==> src/rtl/core_test_monitor.sv <==
// rtl/core_test_monitor.sv - holds a core in reset, then watches its tohost writes for pass/fail/timeout
// Optional write counter output enabled by CORE_TEST_MONITOR_WRCOUNT_EN.
module core_test_monitor #(
  parameter int unsigned       RESET_CYCLES   = 1,
  parameter int unsigned       TIMEOUT_CYCLES = 30,
  parameter int unsigned       ADDR_W         = 32,
  parameter int unsigned       DATA_W         = 32,
  parameter logic [ADDR_W-1:0] TOHOST_ADDR    = ADDR_W'(32'h0000_1000)
) (
  input  logic              clock,
  input  logic              reset,
  output logic              core_reset,
  input  logic              wr_en,
  input  logic [ADDR_W-1:0] wr_addr,
  input  logic [DATA_W-1:0] wr_data,
  output logic              done,
  output logic              pass,
  output logic              fail,
  output logic              timeout,
  output logic [DATA_W-2:0] fail_code,
  output logic [31:0]       cycle_count
`ifdef CORE_TEST_MONITOR_WRCOUNT_EN
  ,
  output logic [15:0]       wr_count
`endif
);

  localparam logic [2:0] S_HOLD    = 3'd0;
  localparam logic [2:0] S_RUN     = 3'd1;
  localparam logic [2:0] S_PASS    = 3'd2;
  localparam logic [2:0] S_FAIL    = 3'd3;
  localparam logic [2:0] S_TIMEOUT = 3'd4;

  localparam logic        TO_EN   = (TIMEOUT_CYCLES != 0);
  localparam logic [31:0] TO_LAST = TO_EN ? 32'(TIMEOUT_CYCLES - 1) : 32'd0;

  logic [2:0]  state;
  logic [31:0] hold_cnt;
  logic        hit;
  logic        is_pass;
  logic        is_fail;
  logic        to_hit;

  assign hit     = (state == S_RUN) && wr_en && (wr_addr == TOHOST_ADDR);
  assign is_pass = (wr_data == DATA_W'(1));
  assign is_fail = wr_data[0] && !is_pass;
  assign to_hit  = TO_EN && (cycle_count == TO_LAST);

  always_ff @(posedge clock) begin
    if (reset) begin
      state       <= S_HOLD;
      hold_cnt    <= 32'(RESET_CYCLES);
      core_reset  <= 1'b1;
      done        <= 1'b0;
      pass        <= 1'b0;
      fail        <= 1'b0;
      timeout     <= 1'b0;
      fail_code   <= '0;
      cycle_count <= '0;
    end else begin
      case (state)
        S_HOLD: begin
          if (hold_cnt == 32'd0) begin
            state      <= S_RUN;
            core_reset <= 1'b0;
          end else begin
            hold_cnt <= hold_cnt - 32'd1;
          end
        end
        S_RUN: begin
          // A pass/fail write on the timeout cycle takes priority over the timeout.
          if (hit && is_pass) begin
            state      <= S_PASS;
            pass       <= 1'b1;
            done       <= 1'b1;
            core_reset <= 1'b1;
          end else if (hit && is_fail) begin
            state      <= S_FAIL;
            fail       <= 1'b1;
            done       <= 1'b1;
            core_reset <= 1'b1;
            fail_code  <= wr_data[DATA_W-1:1];
          end else if (to_hit) begin
            state      <= S_TIMEOUT;
            timeout    <= 1'b1;
            done       <= 1'b1;
            core_reset <= 1'b1;
          end else if (cycle_count != 32'hFFFF_FFFF) begin
            cycle_count <= cycle_count + 32'd1;
          end
        end
        default: ;
      endcase
    end
  end

`ifdef CORE_TEST_MONITOR_WRCOUNT_EN
  always_ff @(posedge clock) begin
    if (reset) begin
      wr_count <= '0;
    end else if ((state == S_RUN) && wr_en && (wr_count != 16'hFFFF)) begin
      wr_count <= wr_count + 16'd1;
    end
  end
`endif

endmodule
==> config.mk <==
export PLATFORM = sky130hd
export DESIGN_NAME = core_test_monitor
export DESIGN_NICKNAME = d
export VERILOG_FILES = /design/src/rtl/core_test_monitor.sv
export SDC_FILE = /design/constraint.sdc
export NUM_CORES = 1
export LEC_CHECK = 0
export BUFFER_PORTS_ARGS = -buffer_cell sky130_fd_sc_hd__clkbuf_2
export CORE_ASPECT_RATIO = 0.9
export CORE_MARGIN = 2
export CORE_UTILIZATION = 55
export CTS_CLUSTER_DIAMETER = 40
export DETAILED_ROUTE_END_ITERATION = 12
export PLACE_DENSITY = 0.84
export SLEW_MARGIN = 15
export SYNTH_ARGS = -nofsm -noshare
export SYNTH_HDL_FRONTEND = slang
export SYNTH_SLANG_ARGS = --single-unit
==> constraint.sdc <==
create_clock -name clock -period 6.65 [get_ports clock]
set_input_delay 0.665 -clock clock [delete_from_list [all_inputs] [get_ports clock]]
set_output_delay 0.665 -clock clock [all_outputs]
set_load 0.02 [all_outputs]
* Word-level counts from Yosys, hierarchy flattened
Index checks and enable logic that the tools add are counted.
** Storage, ports and cells
- Register bits after elaboration :: 103
- Input port bits :: 67
- Output and inout port bits :: 68
- Word-level logic and storage cells :: 49
** Operators by class
- $add $sub $neg :: 2
- Eq/ne operators :: 7
- Multiplexer cells :: 10
- Bitwise gates (word level) :: 4
- Reduce and logical (&&, ||, !) cells :: 17
** Operator list (number)
- $add A32 B1 Y32 const B :: 1
- $eq A32 B1 Y1 const B :: 1
- $eq A32 B13 Y1 const B :: 1
- $eq A32 B5 Y1 const B :: 1
- $logic_not A32 Y1 :: 1
- $ne A32 B32 Y1 const B :: 1
- $sub A32 B1 Y32 const B :: 1
- $mux W3 :: 4
- $pmux W3 S2 :: 1
- $reduce_and A2 Y1 :: 3
- $reduce_and A3 Y1 :: 2
- $logic_and A1 B1 Y1 :: 5
- $reduce_and A5 Y1 :: 1
- $mux W1 :: 4
- $ne A4 B2 Y1 const B :: 1
- $not A1 Y1 :: 4
- $reduce_and A4 Y1 :: 1
- $eq A3 B1 Y1 const B :: 1
- $logic_not A3 Y1 :: 1
- $reduce_bool A3 Y1 :: 1
- $ne A2 B2 Y1 const B :: 1
- $pmux W1 S2 :: 1
- $reduce_bool A2 Y1 :: 1
- $logic_not A1 Y1 :: 1

* Depth between registers and ports, before layout
Gate-level depths: netlist of run 1.
- Depth in word-level cells :: 7
- Mapped depth :: 9
- Depth with buffers taken out :: 8

* Worst setup path after synthesis of run 1
OpenSTA, ideal clock, no wires.
- Path type :: register to register
- Start :: reg cycle_count[0]
- End :: reg cycle_count[27]
- Setup time :: 0.123 ns
- Arrival time :: 2.636 ns
- Required time :: 6.527 ns
- Slack :: 3.890 ns
- Stages on the path, launching flop included :: 9
- Path buffers :: 1
- Period minus slack after synthesis :: 2.760 ns
- Cell sequence :: dfxtp_1 > ha_1 > nand4_1 > or3_1 > nor3_1 > or4_1 > clkbuf_1 > nor4_1 > mux2_1
** On the way
- Longest elaborated chain between the ends :: 3
- Elaborated cells between the ends (all ways) :: 5
- Those cells by class :: add/sub (1); eq/ne (2); bitwise (1); reduce/logical (1)
** RTL lines
- start: declaration :: line 21 : output logic [31:0] cycle_count
- start signal: assignment :: line 89 : cycle_count <= cycle_count + 32'd1;
- parallel branches: the longest is 3 deep, another holds $add A32 B1 Y32
Several ways; the timed one is not identified.
A chain may end at the register's enable or synchronous reset.

* Worst setup path in the final report of run 1
- Start :: reg state[0]
- End :: reg cycle_count[3]
** On the way
- Longest elaborated chain between the ends :: 6
- Elaborated cells between the ends (all ways) :: 8
- Those cells by class :: eq/ne (1); bitwise (2); reduce/logical (5)
** RTL lines
- start: declaration :: line 37 : logic [2:0] state;
- start signal: assignment :: line 51 : state <= S_HOLD;
- start signal: assignment :: line 64 : state <= S_RUN;
- start signal: assignment :: line 73 : state <= S_PASS;
- $eq A3 B1 Y1 (*) :: line 44, 61
- $logic_and A1 B1 Y1 (2 in series) :: line 44 : assign hit = (state == S_RUN) && wr_en && (wr_addr == TOHOST_ADDR);
- $logic_and A1 B1 Y1, on equally long branches :: line 77, 72
- $not A1 Y1 (no source line)
- $reduce_and A5 Y1 (no source line) (*)
Mark *: on every way between the ends. The rest lies on a longest branch, timed or not.

==> results of run 1 <==
-- worst min-delay path by stage --
| stage | start | endpoint | cells after the start |
|---|---|---|---|
| global placement | fail_code[20]$_SDFFE_PP0P_ | fail_code[20]$_SDFFE_PP0P_ | 2 |
| CTS | timeout$_SDFFE_PP0P_ | timeout$_SDFFE_PP0P_ | 2 |
| finish | timeout$_SDFFE_PP0P_ | timeout$_SDFFE_PP0P_ | 2 |
| floorplan | hold_cnt[30]$_SDFFE_PP0P_ | hold_cnt[30]$_SDFFE_PP0P_ | 2 |
| detailed placement | timeout$_SDFFE_PP0P_ | timeout$_SDFFE_PP0P_ | 2 |
| global route | timeout$_SDFFE_PP0P_ | timeout$_SDFFE_PP0P_ | 2 |
-- synthesized netlist by cell type (11+ instances only) --
library cell / n
xor2_1: 12
clkbuf_1: 23
xnor2_1: 30
or3_1: 11
nand2_1: 80
nor2_1: 74
a21oi_1: 47
nor4_1: 41
nand3_1: 17
dfxtp_1: 103
nand4_1: 21
nor3_1: 19
-- layout make-up --
class,count,share of cell area [%]
Tap cell,119,2.58
Inverter,10,0.651
Clock buffer,9,2.15
Clock inverter,7,0.933
Sequential cell,103,35.7
Multi-Input combinational cell,443,45.4
Timing Repair Buffer,139,12.6
-- cells by family after synthesis --
logic type / Yosys count
XOR/XNOR: 42
AND/OR/NAND/NOR: 322
multiplexers: 9
flip-flops: 103
buffers and inverters: 38
adder cells (fa/ha/maj): 3
AO/OA/AOI/OAI: 67
-- routing by layer --
metal,wire (um),vias to the layer above,GRT usage [%]
li1,-,2326,-
met1,5350,2209,32.4
met2,6140,170,44.9
met3,852,23,4.45
met4,271,0,10.1
met5,0,-,0
-- registers in the layout (all words and copies together), names as in the netlist --
signal,cells
timeout,1
fail,1
cycle_count,32
hold_cnt,32
pass,1
core_reset,1
state,3
fail_code,31
done,1
-- critical path, stage by stage, from the launching register on --
cell and delay (ns):
dfxtp_1 0.38, or3b_1 0.55, or4_1 0.53, nor4_4 0.88, nor3_1 0.40, and4_1 0.33
mux2_1 0.31
-- per-stage QoR --
step	util (%)	area, um2	power [mW]
after global routing	67.6	5770	2.08
after detailed placement	65.2	5560	1.58
final	67.6	5770	1.94
after CTS	67.3	5740	1.95
after global placement	65.2	5560	1.53
after floorplan	-	4810	1.40
-- power groups by stage --
stage	logic (mW)	registers (mW)	clock network, mW
global placement	0.734	0.801	0
floorplan	0.603	0.799	0
global route	0.865	0.813	0.402
detailed placement	0.766	0.809	0
finish	0.782	0.797	0.365
CTS	0.777	0.796	0.373
==> summary.md, run 1 <==
| Metric | Value |
|---|---|
| Status | `complete, no violations` |
| Biggest area consumer among synthesized cells | `dfxtp_1` |
| Non-Filler Instances | `830` |
| Net Switching | `0.785 mW` |
| Commonest non-fill, non-tap cells in the layout | `133 x clkbuf_2, 103 x dfxtp_1, 80 x nand2_1, 74 x nor2_1, 47 x a21oi_1` |
| Post-CTS Setup Inserts | `0` |
| R2r startpoint | `state[0]$_SDFFE_PP0P_` |
| CTS root buf | `clkbuf_8` |
| DP Wirelength | `9160 um` |
| Mux cell area share after synthesis | `2.11%` |
| CTS H-tree lvls | `3` |
| Slew HR | `24.3%` |
| CP Max Fanout | `19` |
| Post-synthesis register bit count | `103` |
| Die Height | `92.8 um` |
| Worst-Skew Late Latency | `0.37 ns` |
| Commonest non-fill, non-tap cell in the layout | `clkbuf_2` |
| Worst-margin pin slew | `1.14 ns` |
| Yosys warns | `0` |
| Fin nets | `776` |
| Synth Flop Type | `dfxtp_1` |
| WP data required | `6.91 ns` |
| Placed Cells | `812` |
| Syn Inst Count | `584` |
| Layout cell share with drive strength beyond 1 | `23.3%` |
| Peak supply drop | `0.207 mV` |
| Critical Path Start | `state[0]$_SDFFE_PP0P_` |
| Seq/Total Area, Yosys | `42.8%` |
| Post-synthesis cell area | `4810 um2` |
| Crit share post-route | `52.5%` |
| Power Dens Cells | `337 nW/um2` |
| Synth Net Count | `654` |
| Post-Route WL | `12600 um` |
| Layout overhead on the synthesized area | `19.8%` |
| Clock skew | `0.0139 ns` |
| Comb pwr share | `40.2%` |
| Hold Slack | `0.453 ns` |
| Residual DRC | `0` |
| Critical path class | `reg -> reg` |
| Die Footprint | `9520 um2` |
| Top post-synthesis cells by area | `dfxtp_1 43%, nand2_1 6.2%, nor2_1 5.8%, xnor2_1 5.5%, nor4_1 5.3%` |
| # resized after CTS | `0` |
| Antenna diodes | `0` |
| Sw Ratio | `40.4%` |
| Max cap viols | `0` |
| Iteration-0 DRC Markers | `334` |
| RD Place Congestion | `0.830` |
| Async SR Flop Fraction | `0%` |
| Vias | `4728` |
| Critical Path AT | `3.75 ns` |
| Fin. Hold Viols | `0` |
| ANT nets after route | `0` |
| Synth Area in XOR/XNOR | `7.64%` |
| Post-route minimum period | `3.49 ns` |
| Post-route setup slack | `3.16 ns` |
| Setup TNS | `0 ns` |
| IO Count | `135` |
| R2R Path End | `cycle_count[3]$_SDFFE_PP0P_` |
| Top-area cell type share of the netlist area | `42.8%` |
| Largest net degree at the start of global routing | `114` |
| Yosys cell types | `46` |
| RSZ-0062 raised after global routing | `false` |
| CTS sink cnt | `103` |
| Internal | `1.16 mW` |
| Starting density of the core | `56.4%` |
| Clock-pin slew on the worst setup and hold paths | `0.10 ns` |
| Area of the multi-input gates | `2620 um2` |
| Setup crit end kind | `flip-flop` |
| Grt total ovfl | `0` |
| Startpoint Class | `flip-flop` |
| Simple-Gate Fraction of Synth Area | `35.0%` |
| Initial antenna violation count | `0` |
| Worst r2r path cells | `6` |
| Adder-Cell Fraction of Synth Area | `0.780%` |
| R2r setup slk | `3.16 ns` |
| First-pass GRT wire length | `19900 um` |
| Setup violations, final | `0` |
| Cell Rows | `32` |
| Die X | `103 um` |
| Largest family of logic cells by synthesized area | `simple AND/OR/NAND/NOR gates` |
| Max frequency | `287 MHz` |
| CTS tree | `yes` |
| CORE AREA | `8530 um2` |
| CP Capture Point | `cycle_count[3]$_SDFFE_PP0P_` |
| Hold_buf cts | `0` |
| Reg power frac | `41.0%` |
| Clock share of power | `18.8%` |
| Register Area | `2060 um2` |
| Average size of a mapped cell | `8.24 um2` |
| Slew Limit Fails | `0` |
| Compound-gate portion of the synthesized area | `8.53%` |
| Fill cells | `707` |
| Min-Delay Path Class | `reg -> reg` |
| DRT Pass-1 Iters | `5` |
| Via-to-Cell Ratio | `5.70` |
| CTS buffer count | `9` |
| CTS Buffer Depth | `2` |
| Avg WL per Cell | `15.2 um` |
| IO Port Bufs | `134` |
| Vias in the first global route | `4285` |
| Gr usage total | `26.2%` |
| EDFF count, synth | `0` |
| Pre-CTS setup slack | `3.08 ns` |
| Leakage | `2.25 nW` |
Note: power is estimated with default switching activity, not from simulation.
==> run 2: changes to the inputs <==
--- a/config.mk
+++ b/config.mk
@@ -8,10 +8,10 @@
 export BUFFER_PORTS_ARGS = -buffer_cell sky130_fd_sc_hd__clkbuf_2
 export CORE_ASPECT_RATIO = 0.9
 export CORE_MARGIN = 2
-export CORE_UTILIZATION = 55
+export CORE_UTILIZATION = 52
 export CTS_CLUSTER_DIAMETER = 40
 export DETAILED_ROUTE_END_ITERATION = 12
-export PLACE_DENSITY = 0.84
+export PLACE_DENSITY = 0.8
 export SLEW_MARGIN = 15
 export SYNTH_ARGS = -nofsm -noshare
 export SYNTH_HDL_FRONTEND = slang
==> constraint.sdc (replaced) <==
create_clock -name clock -period 3.3 [get_ports clock]
set_input_delay 0.33 -clock clock [delete_from_list [all_inputs] [get_ports clock]]
set_output_delay 0.33 -clock clock [all_outputs]
set_load 0.02 [all_outputs]
==> summary.md, run 2 (synthesis results as in run 1) <==
| Metric | Value |
|---|---|
| Status | `complete, no violations` |
| First-pass GRT wire length | `19900 um (+0.21%)` |
| Layout overhead on the synthesized area | `20.4%` |
| Startpoint Class | `flip-flop` |
| Die Height | `95.3 um (+2.7%)` |
| Grt total ovfl | `0 (unchanged)` |
| Critical path class | `reg -> reg` |
| Worst r2r path cells | `8 (+2)` |
| # resized after CTS | `0 (unchanged)` |
| Pre-CTS setup slack | `0.357 ns (-2.72 ns)` |
| Reg power frac | `41.0% (about the same)` |
| IO Port Bufs | `134 (unchanged)` |
| Clock-pin slew on the worst setup and hold paths | `0.11 ns (about the same)` |
| Starting density of the core | `53.2% (-3.2 points)` |
| Worst Hold Launch | `wr_data[23]` |
| Comb pwr share | `39.7% (-0.5 points)` |
| Slew Limit Fails | `0 (unchanged)` |
| DP Wirelength | `9150 um (-0.16%)` |
| Register Area | `2060 um2 (unchanged)` |
| Vias in the first global route | `4193 (-2.1%)` |
| Hold_buf cts | `0 (unchanged)` |
| Iteration-0 DRC Markers | `316 (-5.4%)` |
| Area of the multi-input gates | `2620 um2 (unchanged)` |
| R2r setup slk | `0.32 ns (-2.84 ns)` |
| Die Footprint | `10000 um2 (+5.5%)` |
| R2R Path End | `hold_cnt[8]$_SDFFE_PP0P_` |
| CTS H-tree lvls | `3 (unchanged)` |
| Biggest regs | `cycle_count (32), hold_cnt (32), fail_code (31)` |
| Layout cell share with drive strength beyond 1 | `23.8% (+0.43 points)` |
| CORE AREA | `9040 um2 (+6.0%)` |
| Die X | `105 um (+2.7%)` |
| IO Count | `135 (unchanged)` |
| R2r startpoint | `hold_cnt[0]$_SDFFE_PP1P_` |
| Slew HR | `24.4% (+0.12 points)` |
| Net Switching | `1.58 mW (+100%)` |
| Fin nets | `780 (+0.52%)` |
| CP peak stage delay | `0.64 ns (-0.24 ns)` |
| Setup TNS | `0 ns (unchanged)` |
| Post-CTS Setup Inserts | `0 (unchanged)` |
| ANT nets after route | `0 (unchanged)` |
| Peak supply drop | `0.362 mV (+75%)` |
| Setup crit end kind | `flip-flop` |
| Critical path's slowest cell | `nand4_1` |
| Residual DRC | `0 (unchanged)` |
| Gr usage total | `24.4% (-1.7 points)` |
| Commonest non-fill, non-tap cell in the layout | `clkbuf_2` |
| Setup violations, final | `0 (unchanged)` |
| Vias | `4782 (+1.1%)` |
| Worst hold path endpoint | `fail_code[22]$_SDFFE_PP0P_` |
| RSZ-0062 raised after global routing | `false` |
| Max frequency | `336 MHz (+17%)` |
| Clock share of power | `19.3% (+0.5 points)` |
| CP Max Fanout | `11 (-8)` |
| Leakage | `2.28 nW (+1.2%)` |
| Min-Delay Path Class | `in -> reg` |
| Internal | `2.35 mW (+100%)` |
| Worst-Skew Late Latency | `0.37 ns (about the same)` |
| Post-route minimum period | `2.98 ns (-0.514 ns)` |
| Crit share post-route | `90.2% (+38 points)` |
| Critical Path AT | `3.18 ns (-0.57 ns)` |
| Clock skew | `0.0200 ns (+0.00602 ns)` |
| DRT Pass-1 Iters | `5 (unchanged)` |
| Initial antenna violation count | `0 (unchanged)` |
| CTS root buf | `clkbuf_8` |
| Cell chain of the critical path | `inv_1, ha_1, or3b_2, nor4_2, nand4_1, nand3_1, xor2_1, nor2_1` |
| Fin. Hold Viols | `0 (unchanged)` |
| Cell Rows | `33 (+3.1%)` |
| CTS Buffer Depth | `2 (unchanged)` |
| CTS sink cnt | `103 (unchanged)` |
| Hold path depth | `3 (+1)` |
| Post-Route WL | `12500 um (-1.2%)` |
| Commonest non-fill, non-tap cells in the layout | `133 x clkbuf_2, 103 x dfxtp_1, 80 x nand2_1, 74 x nor2_1, 47 x a21oi_1` |
| CTS buffer count | `9 (unchanged)` |
| Avg WL per Cell | `14.9 um (-2.0%)` |
| Power Dens Cells | `679 nW/um2 (+100%)` |
| Post-route setup slack | `0.325 ns (-2.84 ns)` |
| RD Place Congestion | `0.807 (-2.7%)` |
| Fill cells | `776 (+9.8%)` |
| Worst-margin pin slew | `1.13 ns (-0.00178 ns)` |
| WP data required | `3.51 ns (-3.40 ns)` |
| Via-to-Cell Ratio | `5.71 (+0.30%)` |
| Largest net degree at the start of global routing | `114 (unchanged)` |
| Sw Ratio | `40.2% (-0.13 points)` |
| Max cap viols | `0 (unchanged)` |
| CTS tree | `yes` |
| Antenna diodes | `0 (unchanged)` |
==> run 2: power by group through the flow <==
stage	Clock (mW)	Sequential [mW]	Combinational, mW
floorplan	0	1.61	1.21
global placement	0	1.62	1.47
detailed placement	0	1.63	1.54
CTS	0.777	1.61	1.55
global route	0.837	1.64	1.72
finish	0.759	1.61	1.56
==> run 2: worst max-delay path by stage <==
stage                                     start                            to  slack (ns)
floorplan           cycle_count[0]$_SDFFE_PP0P_  cycle_count[27]$_SDFFE_PP0P_        0.54
CTS                    hold_cnt[0]$_SDFFE_PP1P_      hold_cnt[8]$_SDFFE_PP0P_        0.34
detailed placement     hold_cnt[0]$_SDFFE_PP1P_      hold_cnt[8]$_SDFFE_PP0P_        0.36
finish                 hold_cnt[0]$_SDFFE_PP1P_      hold_cnt[8]$_SDFFE_PP0P_        0.32
global placement    cycle_count[8]$_SDFFE_PP0P_  cycle_count[27]$_SDFFE_PP0P_        0.52
global route           hold_cnt[0]$_SDFFE_PP1P_      hold_cnt[8]$_SDFFE_PP0P_        0.13
==> run 2: per-stage QoR <==
| stage | hold slack [ns] | power, mW | utilization (%) | instance area (um2) | instances |
|---|---|---|---|---|---|
| global route | 0.170 | 4.20 | 64.1 | 5790 | 837 |
| CTS | 0.172 | 3.94 | 64.1 | 5790 | 837 |
| global placement | 0.438 | 3.10 | 62.0 | 5610 | 821 |
| floorplan | 0.452 | 2.82 | - | 4810 | 584 |
| detailed placement | 0.444 | 3.17 | 62.0 | 5610 | 821 |
| finish | 0.184 | 3.93 | 64.1 | 5790 | 837 |
==> run 2: cell type report <==
class                           instances  area share [%]
Timing Repair Buffer                  143            12.8
Tap cell                              122            2.63
Inverter                               10           0.648
Multi-Input combinational cell        443            45.2
Clock inverter                          7            1.06
Sequential cell                       103            35.6
Clock buffer                            9            2.14
==> run 2: worst max-delay path: cells and delay by family (launching register included) <==
family | cells | cell delay (ns)
and+or+nand+nor | 5 | 2.04
xor gates and xnor gates | 1 | 0.19
adders and majority gates | 1 | 0.18
DFF | 1 | 0.35
buffers and inverters | 1 | 0.07
==> run 2: layer usage <==
metal | GRT usage (%) | vias up | part of all wire [%]
met1 | 32.5 | 2239 | 45
met3 | 4.10 | 17 | 6.7
met5 | 0 | - | 0
met2 | 40.2 | 193 | 48
met4 | 8.89 | 0 | 1.2
li1 | - | 2333 | -
==> run 3: changes to the inputs <==
--- a/config.mk
+++ b/config.mk
@@ -7,7 +7,6 @@
 export LEC_CHECK = 0
 export BUFFER_PORTS_ARGS = -buffer_cell sky130_fd_sc_hd__clkbuf_2
 export CORE_ASPECT_RATIO = 0.9
-export CORE_MARGIN = 2
 export CORE_UTILIZATION = 52
 export CTS_CLUSTER_DIAMETER = 40
 export DETAILED_ROUTE_END_ITERATION = 12
==> summary.md, run 3 (synthesis results as in run 1) <==
| Metric | Value |
|---|---|
| Status | `complete, no violations` |
| CTS root buf | `clkbuf_8` |
| Worst r2r path cells | `6 (-2)` |
| Residual DRC | `0 (unchanged)` |
| Commonest non-fill, non-tap cell in the layout | `clkbuf_2` |
| Worst-Skew Late Latency | `0.38 ns (about the same)` |
| Setup violations, final | `0 (unchanged)` |
| Setup crit end kind | `flip-flop` |
| Grt total ovfl | `0 (unchanged)` |
| Power Dens Cells | `684 nW/um2 (+0.75%)` |
| Startpoint Class | `flip-flop` |
| Clock-pin slew on the worst setup and hold paths | `0.12 ns (about the same)` |
| Post-Route WL | `12500 um (+0.38%)` |
| Commonest non-fill, non-tap cells in the layout | `133 x clkbuf_2, 103 x dfxtp_1, 80 x nand2_1, 74 x nor2_1, 47 x a21oi_1` |
| Avg WL per Cell | `15.0 um (+0.74%)` |
| Non-Filler Instances | `834 (-0.36%)` |
| Post-CTS Setup Inserts | `0 (unchanged)` |
| IO Port Bufs | `134 (unchanged)` |
| CP Max Fanout | `6 (-5)` |
| # resized after CTS | `0 (unchanged)` |
| Peak supply drop | `0.430 mV (+19%)` |
| Starting density of the core | `54.9% (+1.7 points)` |
| CTS sink cnt | `103 (unchanged)` |
| Crit share post-route | `86.0% (-4.2 points)` |
| Vias | `4707 (-1.6%)` |
| Vias in the first global route | `4320 (+3.0%)` |
| Die X | `103 um (-1.9%)` |
| Max cap viols | `0 (unchanged)` |
| Sw Ratio | `40.5% (+0.31 points)` |
| Hold_buf cts | `0 (unchanged)` |
| Gr usage total | `26.3% (+1.8 points)` |
| DRT Pass-1 Iters | `5 (unchanged)` |
| DP Wirelength | `9180 um (+0.33%)` |
| Worst-margin pin slew | `1.09 ns (-0.0467 ns)` |
| Clock share of power | `19.9% (+0.6 points)` |
| First-pass GRT wire length | `19700 um (-0.83%)` |
| RD Place Congestion | `0.888 (+10%)` |
| Via-to-Cell Ratio | `5.64 (-1.2%)` |
| Max frequency | `353 MHz (+4.9%)` |
| Comb pwr share | `39.7% (about the same)` |
| Net Switching | `1.62 mW (+2.1%)` |
| Leakage | `2.29 nW (+0.51%)` |
| WP data required | `3.53 ns (+0.02 ns)` |
| R2r startpoint | `hold_cnt[2]$_SDFFE_PP0P_` |
| Reg power frac | `40.5% (-0.5 points)` |
| IO Count | `135 (unchanged)` |
| CTS H-tree lvls | `3 (unchanged)` |
| Clock skew | `0.0150 ns (-0.00493 ns)` |
| Post-route minimum period | `2.84 ns (-0.139 ns)` |
| R2R Path End | `hold_cnt[29]$_SDFFE_PP0P_` |
| Die Footprint | `9650 um2 (-4.0%)` |
| Slew HR | `27.6% (+3.1 points)` |
| Worst Hold Launch | `wr_data[1]` |
| Layout cell share with drive strength beyond 1 | `23.8% (unchanged)` |
| Biggest regs | `cycle_count (32), hold_cnt (32), fail_code (31)` |
| Setup TNS | `0 ns (unchanged)` |
| Hold path depth | `3 (unchanged)` |
| Fin. Hold Viols | `0 (unchanged)` |
| CTS Buffer Depth | `2 (unchanged)` |
| Layout overhead on the synthesized area | `21.1%` |
| Worst hold path endpoint | `fail_code[0]$_SDFFE_PP0P_` |
| Iteration-0 DRC Markers | `318 (+0.63%)` |
| ANT nets after route | `0 (unchanged)` |
| CORE AREA | `8770 um2 (-3.0%)` |
| Largest net degree at the start of global routing | `114 (unchanged)` |
| Critical path class | `reg -> reg` |
| Slew Limit Fails | `0 (unchanged)` |
| RSZ-0062 raised after global routing | `false` |
| CTS buffer count | `9 (unchanged)` |
| Antenna diodes | `0 (unchanged)` |
| Critical Path AT | `3.06 ns (-0.12 ns)` |
| Die Height | `93.3 um (-2.1%)` |
| CTS tree | `yes` |
| Cell Rows | `32 (-3.0%)` |
| Min-Delay Path Class | `in -> reg` |
| Internal | `2.37 mW (+0.82%)` |
| Placed Cells | `818 (-0.37%)` |
| Initial antenna violation count | `0 (unchanged)` |
| R2r setup slk | `0.46 ns (+0.14 ns)` |
| Fin nets | `780 (unchanged)` |
==> run 3: cell types whose count changed in the layout (fill, tap and decap cells not counted) <==
cell	previous run	this run
clkinv_4	1	2
buf_12	0	1
inv_8	2	1
clkinv_2	1	0
clkinv_8	0	3
inv_6	2	1
clkinvlp_4	1	0
buf_4	10	9
==> run 3: metal layers <==
layer	part of all wire (%)	global-route usage (%)
met2	49	44.6
met3	5.5	4.86
met4	2.3	12.1
met5	0	0
met1	44	31.9
==> run 3: worst max path at each step <==
stage                           startpoint                      endpoint  slack, ns
2_1_floorplan  cycle_count[0]$_SDFFE_PP0P_  cycle_count[27]$_SDFFE_PP0P_       0.54
3_3_place_gp      hold_cnt[2]$_SDFFE_PP0P_     hold_cnt[25]$_SDFFE_PP0P_       0.58
3_5_place_dp      hold_cnt[2]$_SDFFE_PP0P_     hold_cnt[29]$_SDFFE_PP0P_       0.50
4_1_cts           hold_cnt[2]$_SDFFE_PP0P_     hold_cnt[29]$_SDFFE_PP0P_       0.48
5_1_grt           hold_cnt[0]$_SDFFE_PP1P_     hold_cnt[18]$_SDFFE_PP0P_       0.24
6_report          hold_cnt[2]$_SDFFE_PP0P_     hold_cnt[29]$_SDFFE_PP0P_       0.46
==> run 3: power by group through the flow <==
stage / Clock [mW] / Combinational [mW] / Sequential [mW]
after floorplan: 0 / 1.21 / 1.61
after global placement: 0 / 1.50 / 1.62
after detailed placement: 0 / 1.56 / 1.63
after CTS: 0.822 / 1.57 / 1.61
after global routing: 0.867 / 1.75 / 1.64
final: 0.793 / 1.58 / 1.61
==> run 3: critical path, stage by stage, from the launching register on <==
cell and delay, ns:
dfxtp_1 0.37, or4_4 0.57, or4b_1 0.65, or4_4 0.53, a2111oi_4 0.36, xnor2_1 0.16, nor2_1 0.05
==> run 3: through the flow <==
step	util, %	total power [mW]	cell area [um2]	hold slack [ns]	worst slack (ns)
4_1_cts	66.5	4.00	5830	0.154	0.478
3_5_place_dp	64.1	3.19	5620	0.444	0.496
2_1_floorplan	-	2.82	4810	0.452	0.540
3_3_place_gp	64.1	3.12	5620	0.438	0.577
5_1_grt	66.5	4.26	5830	0.162	0.241
6_report	66.5	3.99	5830	0.173	0.463
==> run 3: area by class of cell <==
| cell class | instances | area [um2] |
|---|---|---|
| clock inverter | 7 | 86.3 |
| fill | 752 | 2940 |
| clock buffer | 9 | 124 |
| timing repair buffer | 143 | 753 |
| tap | 119 | 149 |
| sequential | 103 | 2060 |
| inverter | 10 | 37.5 |
| multi-input combinational | 443 | 2620 |
